==> config.mk <==
export PLATFORM = sky130hd
export DESIGN_NAME = tag_match_ctl
export DESIGN_NICKNAME = d
export VERILOG_FILES = /design/src/rtl/tag_match_pkg.sv /design/src/rtl/tag_match_store.sv /design/src/rtl/tag_match_ctl.sv
export SDC_FILE = /design/constraint.sdc
export NUM_CORES = 1
export LEC_CHECK = 0
export BUFFER_PORTS_ARGS = -buffer_cell sky130_fd_sc_hd__buf_2
export CAP_MARGIN = 20
export CORE_MARGIN = 2
export CORE_UTILIZATION = 49
export CTS_BUF_LIST = sky130_fd_sc_hd__clkbuf_4
export DETAILED_ROUTE_END_ITERATION = 16
export PLACE_DENSITY = 0.71
export SLEW_MARGIN = 10
export SYNTH_ARGS = -nofsm -noshare
export SYNTH_HDL_FRONTEND = slang
export SYNTH_HIERARCHICAL = 1
export SYNTH_SLANG_ARGS = --single-unit
==> constraint.sdc <==
create_clock -name clk -period 5.5 [get_ports clk]
set_clock_uncertainty 0.2 [all_clocks]
set_input_delay 1.1 -clock clk [delete_from_list [all_inputs] [get_ports clk]]
set_output_delay 1.1 -clock clk [all_outputs]
set_load 0.03 [all_outputs]
==> src/rtl/tag_match_pkg.sv <==
// Shared definitions for the tag_match_ctl block: FSM state encoding,
// default geometry and the address field split (index low, tag high).
package tag_match_pkg;

    localparam int IDX_W_DEF  = 5;
    localparam int TAG_W_DEF  = 6;
    localparam int ADDR_W_DEF = IDX_W_DEF + TAG_W_DEF;

    typedef enum logic [2:0] {
        IDLE  = 3'd0,
        CMP   = 3'd1,
        FILL  = 3'd2,
        RESP  = 3'd3,
        FLUSH = 3'd4
    } state_t;

    // Index field of a lookup address (default geometry).
    function automatic logic [IDX_W_DEF-1:0] addr_index(input logic [ADDR_W_DEF-1:0] addr);
        return addr[IDX_W_DEF-1:0];
    endfunction

    // Tag field of a lookup address (default geometry).
    function automatic logic [TAG_W_DEF-1:0] addr_tag(input logic [ADDR_W_DEF-1:0] addr);
        return addr[ADDR_W_DEF-1:IDX_W_DEF];
    endfunction

endpackage

==> src/rtl/tag_match_store.sv <==
// Tag/valid register array: asynchronous read, one write port that also
// sets the valid bit, one per-entry valid clear, and clear-all on reset.
// Optional macro TAG_PARITY_EN adds an even-parity bit per entry.
module tag_match_store
    import tag_match_pkg::*;
#(
    parameter int IDX_W = IDX_W_DEF,
    parameter int TAG_W = TAG_W_DEF
) (
    input  logic             clk,
    input  logic             reset,
    input  logic [IDX_W-1:0] rd_idx,
    output logic [TAG_W-1:0] rd_tag,
    output logic             rd_valid,
`ifdef TAG_PARITY_EN
    output logic             rd_par,
`endif
    input  logic             wr_en,
    input  logic [IDX_W-1:0] wr_idx,
    input  logic [TAG_W-1:0] wr_tag,
    input  logic             clr_en,
    input  logic [IDX_W-1:0] clr_idx
);

    localparam int DEPTH = 2 ** IDX_W;

    logic [TAG_W-1:0] tag_rd   [DEPTH];
    logic             valid_rd [DEPTH];
`ifdef TAG_PARITY_EN
    logic             par_rd   [DEPTH];
`endif

    genvar gi;
    generate
        for (gi = 0; gi < DEPTH; gi++) begin : g_entry
            logic [TAG_W-1:0] tag_reg;
            logic             valid_reg;
`ifdef TAG_PARITY_EN
            logic             par_reg;
`endif
            // One entry: reset clears everything; a write wins over a clear.
            always_ff @(posedge clk) begin
                if (reset) begin
                    tag_reg   <= '0;
                    valid_reg <= 1'b0;
`ifdef TAG_PARITY_EN
                    par_reg   <= 1'b0;
`endif
                end else if (wr_en && (wr_idx == IDX_W'(gi))) begin
                    tag_reg   <= wr_tag;
                    valid_reg <= 1'b1;
`ifdef TAG_PARITY_EN
                    par_reg   <= ^wr_tag;
`endif
                end else if (clr_en && (clr_idx == IDX_W'(gi))) begin
                    valid_reg <= 1'b0;
                end
            end
            assign tag_rd[gi]   = tag_reg;
            assign valid_rd[gi] = valid_reg;
`ifdef TAG_PARITY_EN
            assign par_rd[gi]   = par_reg;
`endif
        end
    endgenerate

    assign rd_tag   = tag_rd[rd_idx];
    assign rd_valid = valid_rd[rd_idx];
`ifdef TAG_PARITY_EN
    assign rd_par   = par_rd[rd_idx];
`endif

endmodule

==> src/rtl/tag_match_ctl.sv <==
// Tag store sequencer in front of a 6-bit equality comparator: latches a
// lookup, presents stored/request tags to the comparator, runs a fill on a
// miss and a 32-cycle whole-store invalidate.
// Optional macro TAG_PARITY_EN adds per-entry parity and a sticky perr output.
module tag_match_ctl
    import tag_match_pkg::*;
#(
    parameter int IDX_W = IDX_W_DEF,
    parameter int TAG_W = TAG_W_DEF
) (
    input  logic                   clk,
    input  logic                   reset,
    input  logic                   req_valid,
    output logic                   req_ready,
    input  logic [IDX_W+TAG_W-1:0] req_addr,
    output logic                   resp_valid,
    output logic                   resp_hit,
    output logic [IDX_W-1:0]       resp_index,
    output logic                   fill_req,
    output logic [IDX_W+TAG_W-1:0] fill_addr,
    input  logic                   fill_ack,
    input  logic                   inval,
    output logic                   busy,
    output logic [TAG_W-1:0]       cmp_a,
    output logic [TAG_W-1:0]       cmp_b,
    output logic                   cmp_enb,
`ifdef TAG_PARITY_EN
    output logic                   perr,
`endif
    input  logic                   cmp_eq
);

    state_t           state_reg;
    logic [IDX_W-1:0] idx_reg;
    logic [TAG_W-1:0] tag_reg;
    logic [IDX_W-1:0] flush_cnt_reg;
    logic             pend_reg;
    logic             ready_reg;
    logic             resp_valid_reg;
    logic             resp_hit_reg;
    logic             fill_req_reg;
    logic             busy_reg;
    logic             par_err;
    logic             wr_en;
    logic             clr_en;
`ifdef TAG_PARITY_EN
    logic             rd_par;
    logic             perr_reg;
`endif

    tag_match_store #(.IDX_W(IDX_W), .TAG_W(TAG_W)) u_store (
        .clk      (clk),
        .reset    (reset),
        .rd_idx   (idx_reg),
        .rd_tag   (cmp_a),
        .rd_valid (cmp_enb),
`ifdef TAG_PARITY_EN
        .rd_par   (rd_par),
`endif
        .wr_en    (wr_en),
        .wr_idx   (idx_reg),
        .wr_tag   (tag_reg),
        .clr_en   (clr_en),
        .clr_idx  (flush_cnt_reg)
    );

    // Store write/clear strobes and the parity check of the entry under compare.
    always_comb begin
        wr_en   = (state_reg == FILL) && fill_ack;
        clr_en  = (state_reg == FLUSH);
`ifdef TAG_PARITY_EN
        par_err = cmp_enb && (rd_par != ^cmp_a);
`else
        par_err = 1'b0;
`endif
    end

    // Lookup/fill/flush sequencer with registered handshake outputs.
    always_ff @(posedge clk) begin
        if (reset) begin
            state_reg      <= IDLE;
            idx_reg        <= '0;
            tag_reg        <= '0;
            flush_cnt_reg  <= '0;
            pend_reg       <= 1'b0;
            ready_reg      <= 1'b0;
            resp_valid_reg <= 1'b0;
            resp_hit_reg   <= 1'b0;
            fill_req_reg   <= 1'b0;
            busy_reg       <= 1'b0;
`ifdef TAG_PARITY_EN
            perr_reg       <= 1'b0;
`endif
        end else begin
            // Invalidates arriving mid-lookup are remembered; during a flush they merge.
            if (inval && (state_reg inside {CMP, FILL, RESP}))
                pend_reg <= 1'b1;
            case (state_reg)
                IDLE: begin
                    if (inval || pend_reg) begin
                        state_reg     <= FLUSH;
                        pend_reg      <= 1'b0;
                        flush_cnt_reg <= '0;
                        ready_reg     <= 1'b0;
                        busy_reg      <= 1'b1;
                    end else if (req_valid && ready_reg) begin
                        state_reg <= CMP;
                        idx_reg   <= req_addr[IDX_W-1:0];
                        tag_reg   <= req_addr[IDX_W +: TAG_W];
                        ready_reg <= 1'b0;
                        busy_reg  <= 1'b1;
                    end else begin
                        ready_reg <= 1'b1;
                    end
                end
                CMP: begin
                    if (cmp_eq && !par_err) begin
                        state_reg      <= RESP;
                        resp_valid_reg <= 1'b1;
                        resp_hit_reg   <= 1'b1;
                    end else begin
                        state_reg    <= FILL;
                        fill_req_reg <= 1'b1;
                    end
`ifdef TAG_PARITY_EN
                    if (par_err)
                        perr_reg <= 1'b1;
`endif
                end
                FILL: begin
                    if (fill_ack) begin
                        state_reg      <= RESP;
                        fill_req_reg   <= 1'b0;
                        resp_valid_reg <= 1'b1;
                        resp_hit_reg   <= 1'b0;
                    end
                end
                RESP: begin
                    state_reg      <= IDLE;
                    resp_valid_reg <= 1'b0;
                    resp_hit_reg   <= 1'b0;
                    busy_reg       <= 1'b0;
                    ready_reg      <= !(pend_reg || inval);
                end
                FLUSH: begin
                    flush_cnt_reg <= flush_cnt_reg + IDX_W'(1);
                    if (flush_cnt_reg == '1) begin
                        state_reg <= IDLE;
                        busy_reg  <= 1'b0;
                        ready_reg <= 1'b1;
                    end
                end
                default: begin
                    state_reg <= IDLE;
                    busy_reg  <= 1'b0;
                    ready_reg <= 1'b0;
                end
            endcase
        end
    end

    assign req_ready  = ready_reg;
    assign resp_valid = resp_valid_reg;
    assign resp_hit   = resp_hit_reg;
    assign resp_index = idx_reg;
    assign fill_req   = fill_req_reg;
    assign fill_addr  = {tag_reg, idx_reg};
    assign busy       = busy_reg;
    assign cmp_b      = tag_reg;
`ifdef TAG_PARITY_EN
    assign perr       = perr_reg;
`endif

endmodule

==> impl_results.md, run 1 <==
- HPWL Detailed: 17800 µm
- Num Clock Sinks: around 250
- RR Endpoint: u_store/g_entry[0].tag_reg[2]$_SDFFE_PP0P_
- Fin nets: 1300
- DRC violations left: 0
- Num CTS Buffers: 67
- Initial DRC Count: 1374
- DRT antenna net count: 0
- Setup Buffers After CTS: 0
- Xor and xnor area share after synthesis: 0.0756%
- Top FF cell, synth: dfxtp_1
- GRT Overall Usage: 27.0%
- Hold crit path type: reg -> reg
- MaxCap Viol Count: 0
- VDD IR max: 0.000149 V
- Final setup violation count: 0
- Reg-to-reg slack, setup: 2610 ps
- Starting Density: 49.7%
- Final setup TNS: 0 ps
- Period utilization: 84.9%
- Filler cells: 2112
- Worst Hold End: u_store/g_entry[21].tag_reg[5]$_SDFFE_PP0P_
- Post-route cell area: approximately 0.013 mm²
- Post_cts resized: 0
- Synth warn: 6
- Die W: ~160 µm
- Core area: 0.0233 mm²
- CTS tree: done
- Hold Path Cell Cnt: 2
- Final min period: 4670 ps
- Top Ports: 51
- Post-synthesis compound-gate area fraction: 20.9%
- Avg Cell Area, Syn: 8.99 µm²
- Top cells by area, synth: dfxtp_1, mux4_2, a21oi_1
- Fin cells: between 1500 and 2000
- Synth top area share: between 40% and 50%
- Slew HR: 23.0%
- Final Max Slew Viols: 0
- Register area share after synthesis: 43.0%
- Pin count of the biggest net entering global routing: 154
- FF-to-FF path depth: 6
- Synth async-reset ratio: 0%
- Multiplexer share of the synthesized area: 15.4%
- Initial antenna violation count: 1
- GRT overflow: 0
- RePlAce Congestion: approximately 0.84
- Synth unique cells: 51
- Avg WL per Cell: about 20 µm
- Max reg flops: approximately 190
- Largest area contributor in the netlist: dfxtp_1
- Post-DR vias/cell: between 6 and 7
- Worst-margin pin slew: 1150 ps
- Post-Synth Simple-Gate Area: 14.0%
- Worst setup SP type: flop
- Fmax: around 0.21 GHz
- Crit end category: primary output
- Power Density: about 280 mW/mm²
- Cells after DPL: 1527
- WHS: 275 ps
- Vias: 10400
- Vias in the first global route: around 10000
- EDFF count, synth: 0
- Root buf cell: clkbuf_4
- Clock Latency Late Sink: roughly 660 ps
- Req. time, crit path: 4200 ps
- Fraction of layout instances using a drive strength above 1: 21.3%
- Most common cell after layout, fill and taps aside: dfxtp_1
- Gate Count Post-Synth: 1290
- Net count after synthesis: about 1300
- Synth Area in Adders: 0.216%
- Most frequent cells in the layout: dfxtp_1, a21oi_1, nand3_1
- Worst R2R Start: state_reg[1]$_SDFFE_PP0P_
- Util after Layout: 54.6%
- CP max FO: between 40 and 50
- First-pass GRT wire length: 53600 µm
- Largest family of logic cells by synthesized area: compound AO/OA/AOI/OAI gates
- Hold buffers post-CTS: 0
- Drt first pass iters: 6
- Critical path class: reg -> out
- Cell area after synthesis: 0.0116 mm²
- Die area: roughly 0.025 mm²
- Clock slew at reported path FFs: about 60 ps
- Outcome: finished clean
- CTS Buffer Depth: 3
- Pleak: 4.11 nW
- Detailed Route WL: 33400 µm
- H-Tree Depth: 3
- Port Buffers: 50
- Placed instance area: approximately 0.012 mm²
- CP Data Arrival Time: 3370 ps
- Row count: 56
- Yosys reg bits: between 200 and 250
- Critical hold path startpoint: u_store/g_entry[21].tag_reg[5]$_SDFFE_PP0P_
- Area Growth Syn to Fin: 9.88%
- Die Ht: roughly 160 µm
- RSZ-0062 raised after global routing: false
- Final-report hold violation count: 0
## per-stage QoR
stage	setup WS (ps)	power (mW)
6_report	829	3.54
5_1_grt	663	3.67
4_1_cts	484	3.56
3_5_place_dp	1200	2.01
3_3_place_gp	1250	2.01
2_1_floorplan	1690	1.97
## cells in the mapped netlist (2+ instances only)
cell type,count
buf_1,14
a211oi_1,5
buf_6,6
buf_4,14
nand2b_1,9
nor4bb_1,3
ha_1,2
nor3_1,3
buf_2,8
nand4b_1,6
nand3_1,194
a21oi_1,232
or2_2,2
nor2_1,20
mux4_2,70
nand4_1,2
a22oi_1,3
and4b_1,3
dfxtp_1,249
mux2i_1,13
o21ai_0,153
o21ai_1,75
mux2_2,7
inv_1,3
nand2_1,39
nand4bb_1,6
nor2b_1,4
or4b_1,2
clkbuf_1,121
## report_power, final
| part | internal [mW] | switching [mW] | leakage [nW] |
|---|---|---|---|
| clock | 0.821 | 0.743 | 0.463 |
| combinational | 0.0416 | 0.107 | 1.64 |
| sequential | 1.81 | 0.0156 | 2.01 |
## worst max-delay path, stage by stage (launching register included)
cell and delay (ps):
dfxtp_4 510, buf_16 320, buf_4 310, mux4_2 530, mux4_2 510, mux2_2 320, buf_2 190
## cell type report
class	instances	area [µm²]	area share, %
multi-input cells	874	5950	46.7
clock buffers	94	706	5.54
repair buffers	86	607	4.76
clock inverters	9	63.8	0.501
flip-flops and latches	249	4990	39.2
well taps	319	399	3.13
diodes	1	2.50	0.0196
inverters	3	11.3	0.0884
## worst max-delay path by stage
| stage | cells past startpoint | endpoint | startpoint | slack (ps) |
|---|---|---|---|---|
| 6_report | 6 | cmp_a[0] | resp_index[1]$_SDFFE_PP0P_ | 830 |
| 5_1_grt | 6 | cmp_a[0] | resp_index[1]$_SDFFE_PP0P_ | 660 |
| 4_1_cts | 5 | cmp_a[0] | resp_index[1]$_SDFFE_PP0P_ | 480 |
| 3_5_place_dp | 5 | cmp_a[0] | resp_index[1]$_SDFFE_PP0P_ | 1200 |
| 3_3_place_gp | 5 | cmp_a[0] | resp_index[1]$_SDFFE_PP0P_ | 1250 |
| 2_1_floorplan | 5 | cmp_a[0] | resp_index[2]$_SDFFE_PP0P_ | 1690 |
## cell families after synthesis
kind of cell | count (synthesis)
AO/OA/AOI/OAI | 476
AND/OR/NAND/NOR | 305
flip-flops | 249
buffers and inverters | 167
multiplexers | 90
adder cells (fa/ha/maj) | 2
XOR/XNOR | 1
## routing by layer
metal | vias up | GRT usage [%] | part of all wire [%]
li1 | 4756 | - | -
met1 | 5079 | 35.4 | 41
met2 | 536 | 44.1 | 48
met3 | 75 | 5.42 | 8.6
met4 | 0 | 10.1 | 2.3
met5 | - | 0 | 0
Power figures use the tool's default switching activity.
==> run 2, diff against run 1 <==
--- a/config.mk
+++ b/config.mk
@@ -11,7 +11,7 @@
 export CORE_UTILIZATION = 49
 export CTS_BUF_LIST = sky130_fd_sc_hd__clkbuf_4
 export DETAILED_ROUTE_END_ITERATION = 16
-export PLACE_DENSITY = 0.71
+export PLACE_DENSITY = 0.73
 export SLEW_MARGIN = 10
 export SYNTH_ARGS = -nofsm -noshare
 export SYNTH_HDL_FRONTEND = slang
==> constraint.sdc (replaced) <==
create_clock -name clk -period 4.1 [get_ports clk]
set_clock_uncertainty 0.2 [all_clocks]
set_input_delay 0.82 -clock clk [delete_from_list [all_inputs] [get_ports clk]]
set_output_delay 0.82 -clock clk [all_outputs]
set_load 0.03 [all_outputs]
==> run 2 against run 1 <==
- power rose by 42%
- clock power rose by 53%
- clock-buffer cell count rose by 6
- non-clock buffer count rose by 19
- wire length rose by 2.8%
- largest cell class unchanged
==> impl_results.md, run 2 (synthesized netlist as in run 1, its figures left out) <==
- DRC violations left: 0 (unchanged)
- Top cell family by delay on the critical path: multiplexers (unchanged)
- FF-to-FF path depth: 6 (unchanged)
- HPWL Detailed: 19600 µm (was 17800 µm)
- Core area: 0.0233 mm² (unchanged)
- CTS Buffer Depth: 3 (unchanged)
- Pwr Total: 5.03 mW (was 3.54 mW)
- First-pass GRT wire length: 54800 µm (was 53600 µm)
- VDD IR max: 0.000216 V (was 0.000149 V)
- Row count: 56 (unchanged)
- Hold Path Cell Cnt: 3 (was 2)
- Fmax: around 0.25 GHz
- Fin nets: 1319 (was 1300)
- Worst setup SP type: flop (unchanged)
- GRT Overall Usage: 27.8% (was 27.0%)
- Req. time, crit path: 3080 ps (was 4200 ps)
- Avg WL per Cell: 20.6 µm (was 20.4 µm)
- Max reg flops: 192 (unchanged)
- Internal power: 3.84 mW (was 2.67 mW)
- Detailed Route WL: 34300 µm (was 33400 µm)
- Root buf cell: clkbuf_4 (unchanged)
- Die Ht: 158 µm (unchanged)
- Most frequent cells in the layout: dfxtp_1, a21oi_1, nand3_1 (unchanged)
- RR Endpoint: u_store/g_entry[0].tag_reg[3]$_SDFFE_PP0P_ (was u_store/g_entry[0].tag_reg[2]$_SDFFE_PP0P_)
- Final setup TNS: 0 ps (unchanged)
- Post-DR vias/cell: 6.36 (was 6.39)
- Critical hold path startpoint: req_addr[4] (was u_store/g_entry[21].tag_reg[5]$_SDFFE_PP0P_)
- Die area: 0.0249 mm² (unchanged)
- Util after Layout: 55.7% (was 54.6%)
- Post-route setup slack: 119 ps (was 829 ps)
- CTS tree: done (unchanged)
- Critical path's largest stage delay: 670 ps (was 530 ps)
- Hold buffers post-CTS: 0 (unchanged)
- Slew HR: 29.5% (was 23.0%)
- Hold crit path type: in -> reg (was reg -> reg)
- CP Data Arrival Time: 2960 ps (was 3370 ps)
- GRT overflow: 0 (unchanged)
- Final setup violation count: 0 (unchanged)
- Clock share of power: 47.3% (was 44.2%)
- Initial DRC Count: 1445 (was 1374)
- Worst R2R Start: state_reg[1]$_SDFFE_PP0P_ (unchanged)
- Critical path class: reg -> out (unchanged)
- Num CTS Buffers: 67 (unchanged)
- Psw: 1.19 mW (was 0.866 mW)
- RSZ-0062 raised after global routing: false (unchanged)
- Final-report hold violation count: 0 (unchanged)
- Pin count of the biggest net entering global routing: 95 (was 154)
- CP dominant cell by count: mux4_2 (unchanged)
- Fraction of layout instances using a drive strength above 1: 22.9% (was 21.3%)
- Clock slew at reported path FFs: 70 ps (was 60 ps)
- Power Density: 387 mW/mm² (was 278 mW/mm²)
- Final min period: 3980 ps
- Port Buffers: 50 (unchanged)
- Num Clock Sinks: 249 (unchanged)
- Reg-to-reg slack, setup: 1130 ps (was 2610 ps)
- Starting Density: 49.7% (unchanged)
- Sw Share: 23.6% (was 24.5%)
- Vias in the first global route: 10200 (was 10000)
- CP max FO: 25 (was 44)
- Crit end category: primary output (unchanged)
- H-Tree Depth: 3 (unchanged)
- Clock Latency Late Sink: 670 ps (was 660 ps)
- Initial antenna violation count: 1 (unchanged)
- Die W: 158 µm (unchanged)
- Combinational Power Share: 4.1% (was 4.2%)
- Final Max Slew Viols: 0 (unchanged)
- WHS: 182 ps (was 275 ps)
- Worst path depth: 5 (was 6)
- RePlAce Congestion: 0.885 (was 0.837)
- Buf+Inv Stages, Crit Path: 2 (was 3)
- Worst Hold End: resp_index[4]$_SDFFE_PP0P_ (was u_store/g_entry[21].tag_reg[5]$_SDFFE_PP0P_)
- Top Ports: 51 (unchanged)
- Most common cell after layout, fill and taps aside: dfxtp_1 (unchanged)
- Drt first pass iters: 6 (unchanged)
- Worst-margin pin slew: 1060 ps (was 1150 ps)
- DRT antenna net count: 0 (unchanged)
- Sequential Power Share: 48.6% (was 51.6%)
- Slowest cell on crit path: dfxtp_4 (was mux4_2)
- Area Growth Syn to Fin: 12.1% (was 9.88%)
- Worst path cell trace: buf_4 > mux4_2 > mux4_2 > mux2_2 > buf_2 (was buf_16 > buf_4 > mux4_2 > mux4_2 > mux2_2 > buf_2)
- Outcome: finished clean (unchanged)
- Period utilization: 97.1%
- Vias: 10600 (was 10400)
- MaxCap Viol Count: 0 (unchanged)
- Filler cells: 2089 (was 2112)
- Dpl ws: 561 ps (was 1200 ps)
- Pleak: 4.27 nW (was 4.11 nW)
-- run 2: power by group through the flow --
stage          combinational [mW]  sequential (mW)  clock [mW]
2_1_floorplan               0.136             2.50           0
3_3_place_gp                0.195             2.50           0
3_5_place_dp                0.197             2.50           0
4_1_cts                     0.202             2.45        2.41
5_1_grt                     0.221             2.45        2.54
6_report                    0.207             2.45        2.38
-- run 2: worst min-delay path, cell delays in order --
cell and delay [ps]:
buf_2 80, mux2i_1 50, nor2_1 70
-- run 2: how the worst max path moves through the flow --
stage	startpoint	slack (ps)	end
floorplan	resp_index[2]$_SDFFE_PP0P_	570	cmp_a[0]
finish	resp_index[2]$_SDFFE_PP0P_	120	cmp_enb
global placement	resp_index[1]$_SDFFE_PP0P_	580	cmp_a[1]
CTS	resp_index[1]$_SDFFE_PP0P_	-1	cmp_a[1]
detailed placement	resp_index[1]$_SDFFE_PP0P_	560	cmp_a[1]
global route	resp_index[2]$_SDFFE_PP0P_	50	cmp_enb
-- run 2: layout make-up --
cell class | count | area, µm² | area share [%]
clock inverter | 12 | 153 | 1.17
clock buffer | 100 | 751 | 5.78
timing repair buffer | 105 | 727 | 5.60
antenna | 1 | 2.50 | 0.0193
inverter | 3 | 11.3 | 0.0867
multi-input combinational | 874 | 5950 | 45.8
tap | 319 | 399 | 3.07
sequential | 249 | 4990 | 38.4
-- run 2: layer usage --
| layer | vias up | part of all wire [%] | GRT usage, % |
|---|---|---|---|
| met5 | - | 0 | 0 |
| met4 | 0 | 2.6 | 10.8 |
| met3 | 73 | 8.8 | 5.45 |
| met2 | 548 | 48 | 45.5 |
| met1 | 5151 | 41 | 36.3 |
| li1 | 4803 | - | - |
-- run 2: repair_timing --
action                     4_1_cts  5_1_grt
setup endpoints to repair        7        7
resized for setup                0        0
pin swaps                        0        0
setup buffers                    2        3
-- run 2: through the flow --
step / std cells / area, µm²
floorplan: 1290 / 11600
global placement: 1545 / 12000
detailed placement: 1545 / 12000
CTS: 1659 / 13000
global route: 1663 / 13000
finish: 1663 / 13000
==> run 3, diff against run 2 <==
--- a/config.mk
+++ b/config.mk
@@ -10,8 +10,10 @@
 export CORE_MARGIN = 2
 export CORE_UTILIZATION = 49
 export CTS_BUF_LIST = sky130_fd_sc_hd__clkbuf_4
+export CTS_CLUSTER_SIZE = 25
 export DETAILED_ROUTE_END_ITERATION = 16
 export PLACE_DENSITY = 0.73
+export RECOVER_POWER = 25
 export SLEW_MARGIN = 10
 export SYNTH_ARGS = -nofsm -noshare
 export SYNTH_HDL_FRONTEND = slang
==> run 3 against run 2 <==
- the flow now finishes with violations (max-capacitance violations, max-slew violations)
- design area shrank 0.36%
- clock power is essentially flat
- global-route usage did not move
- first-iteration DRC count grew 5.3%
- combinational power about the same
- via count stayed put
- critical endpoint unchanged
- highest routed layer unchanged
==> impl_results.md, run 3 (synthesized netlist as in run 1, its figures left out) <==
- Outcome: finished with violations (was finished clean)
- Failing checks: max-capacitance violations, max-slew violations
- Worst path depth: 5 (unchanged)
- Worst path cell trace: buf_4 > mux4_2 > mux4_2 > mux2_2 > buf_2 (unchanged)
- Slowest cell on crit path: dfxtp_4 (unchanged)
- Vias in the first global route: 10200 (unchanged)
- Starting Density: 49.7% (unchanged)
- Dpl ws: 561 ps (unchanged)
- Area Growth Syn to Fin: 11.7% (was 12.1%)
- Top Ports: 51 (unchanged)
- Final-report hold violation count: 0 (unchanged)
- Worst R2R Start: state_reg[1]$_SDFFE_PP0P_ (unchanged)
- Hold crit path type: in -> reg (unchanged)
- Clock share of power: 47.3% (about the same)
- RSZ-0062 raised after global routing: false (unchanged)
- Final Max Slew Viols: 17 (was 0)
- Critical path class: reg -> out (unchanged)
- GR Util met2: 45.5% (unchanged)
- Post-route cell area: 0.0129 mm² (was 0.0130 mm²)
- Met1 Track Usage GR: 36.3% (unchanged)
- Util after Layout: 55.5% (was 55.7%)
- Filler cells: 2105 (was 2089)
- Sw Share: 23.6% (about the same)
- Combinational Power Share: 4.1% (about the same)
- Req. time, crit path: 3080 ps (about the same)
- Post_cts resized: 0 (unchanged)
- Power Density: 388 mW/mm² (was 387 mW/mm²)
- Die area: 0.0249 mm² (unchanged)
- Clock slew at reported path FFs: 70 ps (about the same)
- CP Capture Point: cmp_enb (unchanged)
- Crit path from: resp_index[2]$_SDFFE_PP0P_ (unchanged)
- Detailed Route WL: 34300 µm (about the same)
- Final min period: 3980 ps (about the same)
- CTS tree: done (unchanged)
- Post-DR vias/cell: 6.36 (unchanged)
- CTS Buffer Depth: 3 (unchanged)
- Pleak: 4.20 nW (was 4.27 nW)
- Most frequent cells in the layout: dfxtp_1, a21oi_1, nand3_1 (unchanged)
- CP dominant cell by count: mux4_2 (unchanged)
- Clock Latency Late Sink: 670 ps (about the same)
- Final setup violation count: 0 (unchanged)
- Fin nets: 1319 (unchanged)
- FF-to-FF path depth: 7 (was 6)
- Die Ht: 158 µm (unchanged)
- GRT overflow: 0 (unchanged)
- GRT Overall Usage: 27.8% (unchanged)
- Critical path's largest stage delay: 670 ps (about the same)
- Period utilization: 97.0% (was 97.1%)
- VDD IR max: 0.000214 V (was 0.000216 V)
- Pin count of the biggest net entering global routing: 95 (unchanged)
- Final setup TNS: 0 ps (unchanged)
- Internal power: 3.84 mW (about the same)
- Avg WL per Cell: 20.6 µm (about the same)
- RePlAce Congestion: 0.885 (unchanged)
- Port Buffers: 50 (unchanged)
- Initial DRC Count: 1521 (was 1445)
- Most common cell after layout, fill and taps aside: dfxtp_1 (unchanged)
- Sequential Power Share: 48.7% (was 48.6%)
- Fin cells: 1663 (unchanged)
- HPWL Detailed: 19600 µm (unchanged)
- RR Endpoint: u_store/g_entry[14].tag_reg[0]$_SDFFE_PP0P_ (was u_store/g_entry[0].tag_reg[3]$_SDFFE_PP0P_)
- Die W: 158 µm (unchanged)
- Met3 Track Usage GR: 5.45% (unchanged)
- Fmax: 0.251 GHz (about the same)
- Worst setup SP type: flop (unchanged)
- CP Data Arrival Time: 2960 ps (about the same)
- Num Clock Sinks: 249 (unchanged)
- Core area: 0.0233 mm² (unchanged)
- Initial antenna violation count: 1 (unchanged)
- Placed instance area: 0.0120 mm² (unchanged)
- WHS: 184 ps (was 182 ps)
- Row count: 56 (unchanged)
- Post-route setup slack: 122 ps (was 119 ps)
- DRC violations left: 0 (unchanged)
- Top cell family by delay on the critical path: multiplexers (unchanged)
- Buf+Inv Stages, Crit Path: 2 (unchanged)
- Drt first pass iters: 5 (was 6)
- Slew HR: -10.3% (was 29.5%)
- DRT antenna net count: 0 (unchanged)
- H-Tree Depth: 3 (unchanged)
- Num CTS Buffers: 67 (unchanged)
- CP max FO: 25 (unchanged)
- Max reg flops: 192 (unchanged)
- Cells after DPL: 1545 (unchanged)
- Pwr Total: 5.03 mW (about the same)
- Fraction of layout instances using a drive strength above 1: 21.5% (was 22.9%)
- Worst-margin pin slew: 1650 ps (was 1060 ps)
- First-pass GRT wire length: 54800 µm (unchanged)
- Reg-to-reg slack, setup: 540 ps (was 1130 ps)
- Psw: 1.18 mW (was 1.19 mW)
- Top Usage Layer GRT: met2 (unchanged)
- Vias: 10600 (unchanged)
- MaxCap Viol Count: 1 (was 0)
- Crit end category: primary output (unchanged)
- Root buf cell: clkbuf_4 (unchanged)
==> run 3: cell types whose count changed in the layout (fill, tap and decap cells not counted), sizes merged <==
| cell | previous run | this run |
|---|---|---|
| buf | 105 | 90 |
| clkbuf | 100 | 115 |
==> run 3: worst min path at each step <==
| stage | startpoint | end | slack, ps | cells past startpoint |
|---|---|---|---|---|
| after floorplan | u_store/g_entry[4].valid_reg$_SDFFE_PP0P_ | u_store/g_entry[4].valid_reg$_SDFFE_PP0P_ | 250 | 2 |
| after global placement | u_store/g_entry[24].tag_reg[3]$_SDFFE_PP0P_ | u_store/g_entry[24].tag_reg[3]$_SDFFE_PP0P_ | 260 | 2 |
| after detailed placement | u_store/g_entry[19].tag_reg[0]$_SDFFE_PP0P_ | u_store/g_entry[19].tag_reg[0]$_SDFFE_PP0P_ | 270 | 2 |
| after CTS | req_addr[4] | resp_index[4]$_SDFFE_PP0P_ | 130 | 3 |
| after global routing | req_addr[0] | resp_index[0]$_SDFFE_PP0P_ | 150 | 3 |
| final | req_addr[4] | resp_index[4]$_SDFFE_PP0P_ | 180 | 3 |
==> run 3: worst min-delay path, cell delays in order <==
cell	delay, ps
buf_2	80
mux2i_1	50
nor2_1	70
==> run 3: final cells by class <==
cell class | instances | area, µm² | share of cell area, %
clock inverter | 12 | 153 | 1.18
antenna | 1 | 2.50 | 0.0193
sequential | 249 | 4990 | 38.6
tap | 319 | 399 | 3.08
inverter | 3 | 11.3 | 0.0870
timing repair buffer | 105 | 701 | 5.41
multi-input combinational | 874 | 5930 | 45.8
clock buffer | 100 | 751 | 5.80
==> run 3: repair_timing <==
action	4_1_cts	5_1_grt
setup buffers	2	3
endpoints found under the setup margin	7	7
hold buffers	0	0
==> run 3: power groups by stage <==
stage / logic [mW] / clock network [mW] / registers, mW
global route: 0.218 / 2.54 / 2.45
CTS: 0.202 / 2.41 / 2.45
floorplan: 0.136 / 0 / 2.50
finish: 0.205 / 2.38 / 2.44
detailed placement: 0.197 / 0 / 2.50
global placement: 0.195 / 0 / 2.50
==> run 3: layer usage <==
| layer | vias to the layer above | part of all wire [%] |
|---|---|---|
| met2 | 607 | 48 |
| met4 | 0 | 2.5 |
| li1 | 4797 | - |
| met5 | - | 0 |
| met1 | 5095 | 40 |
| met3 | 76 | 9.5 |
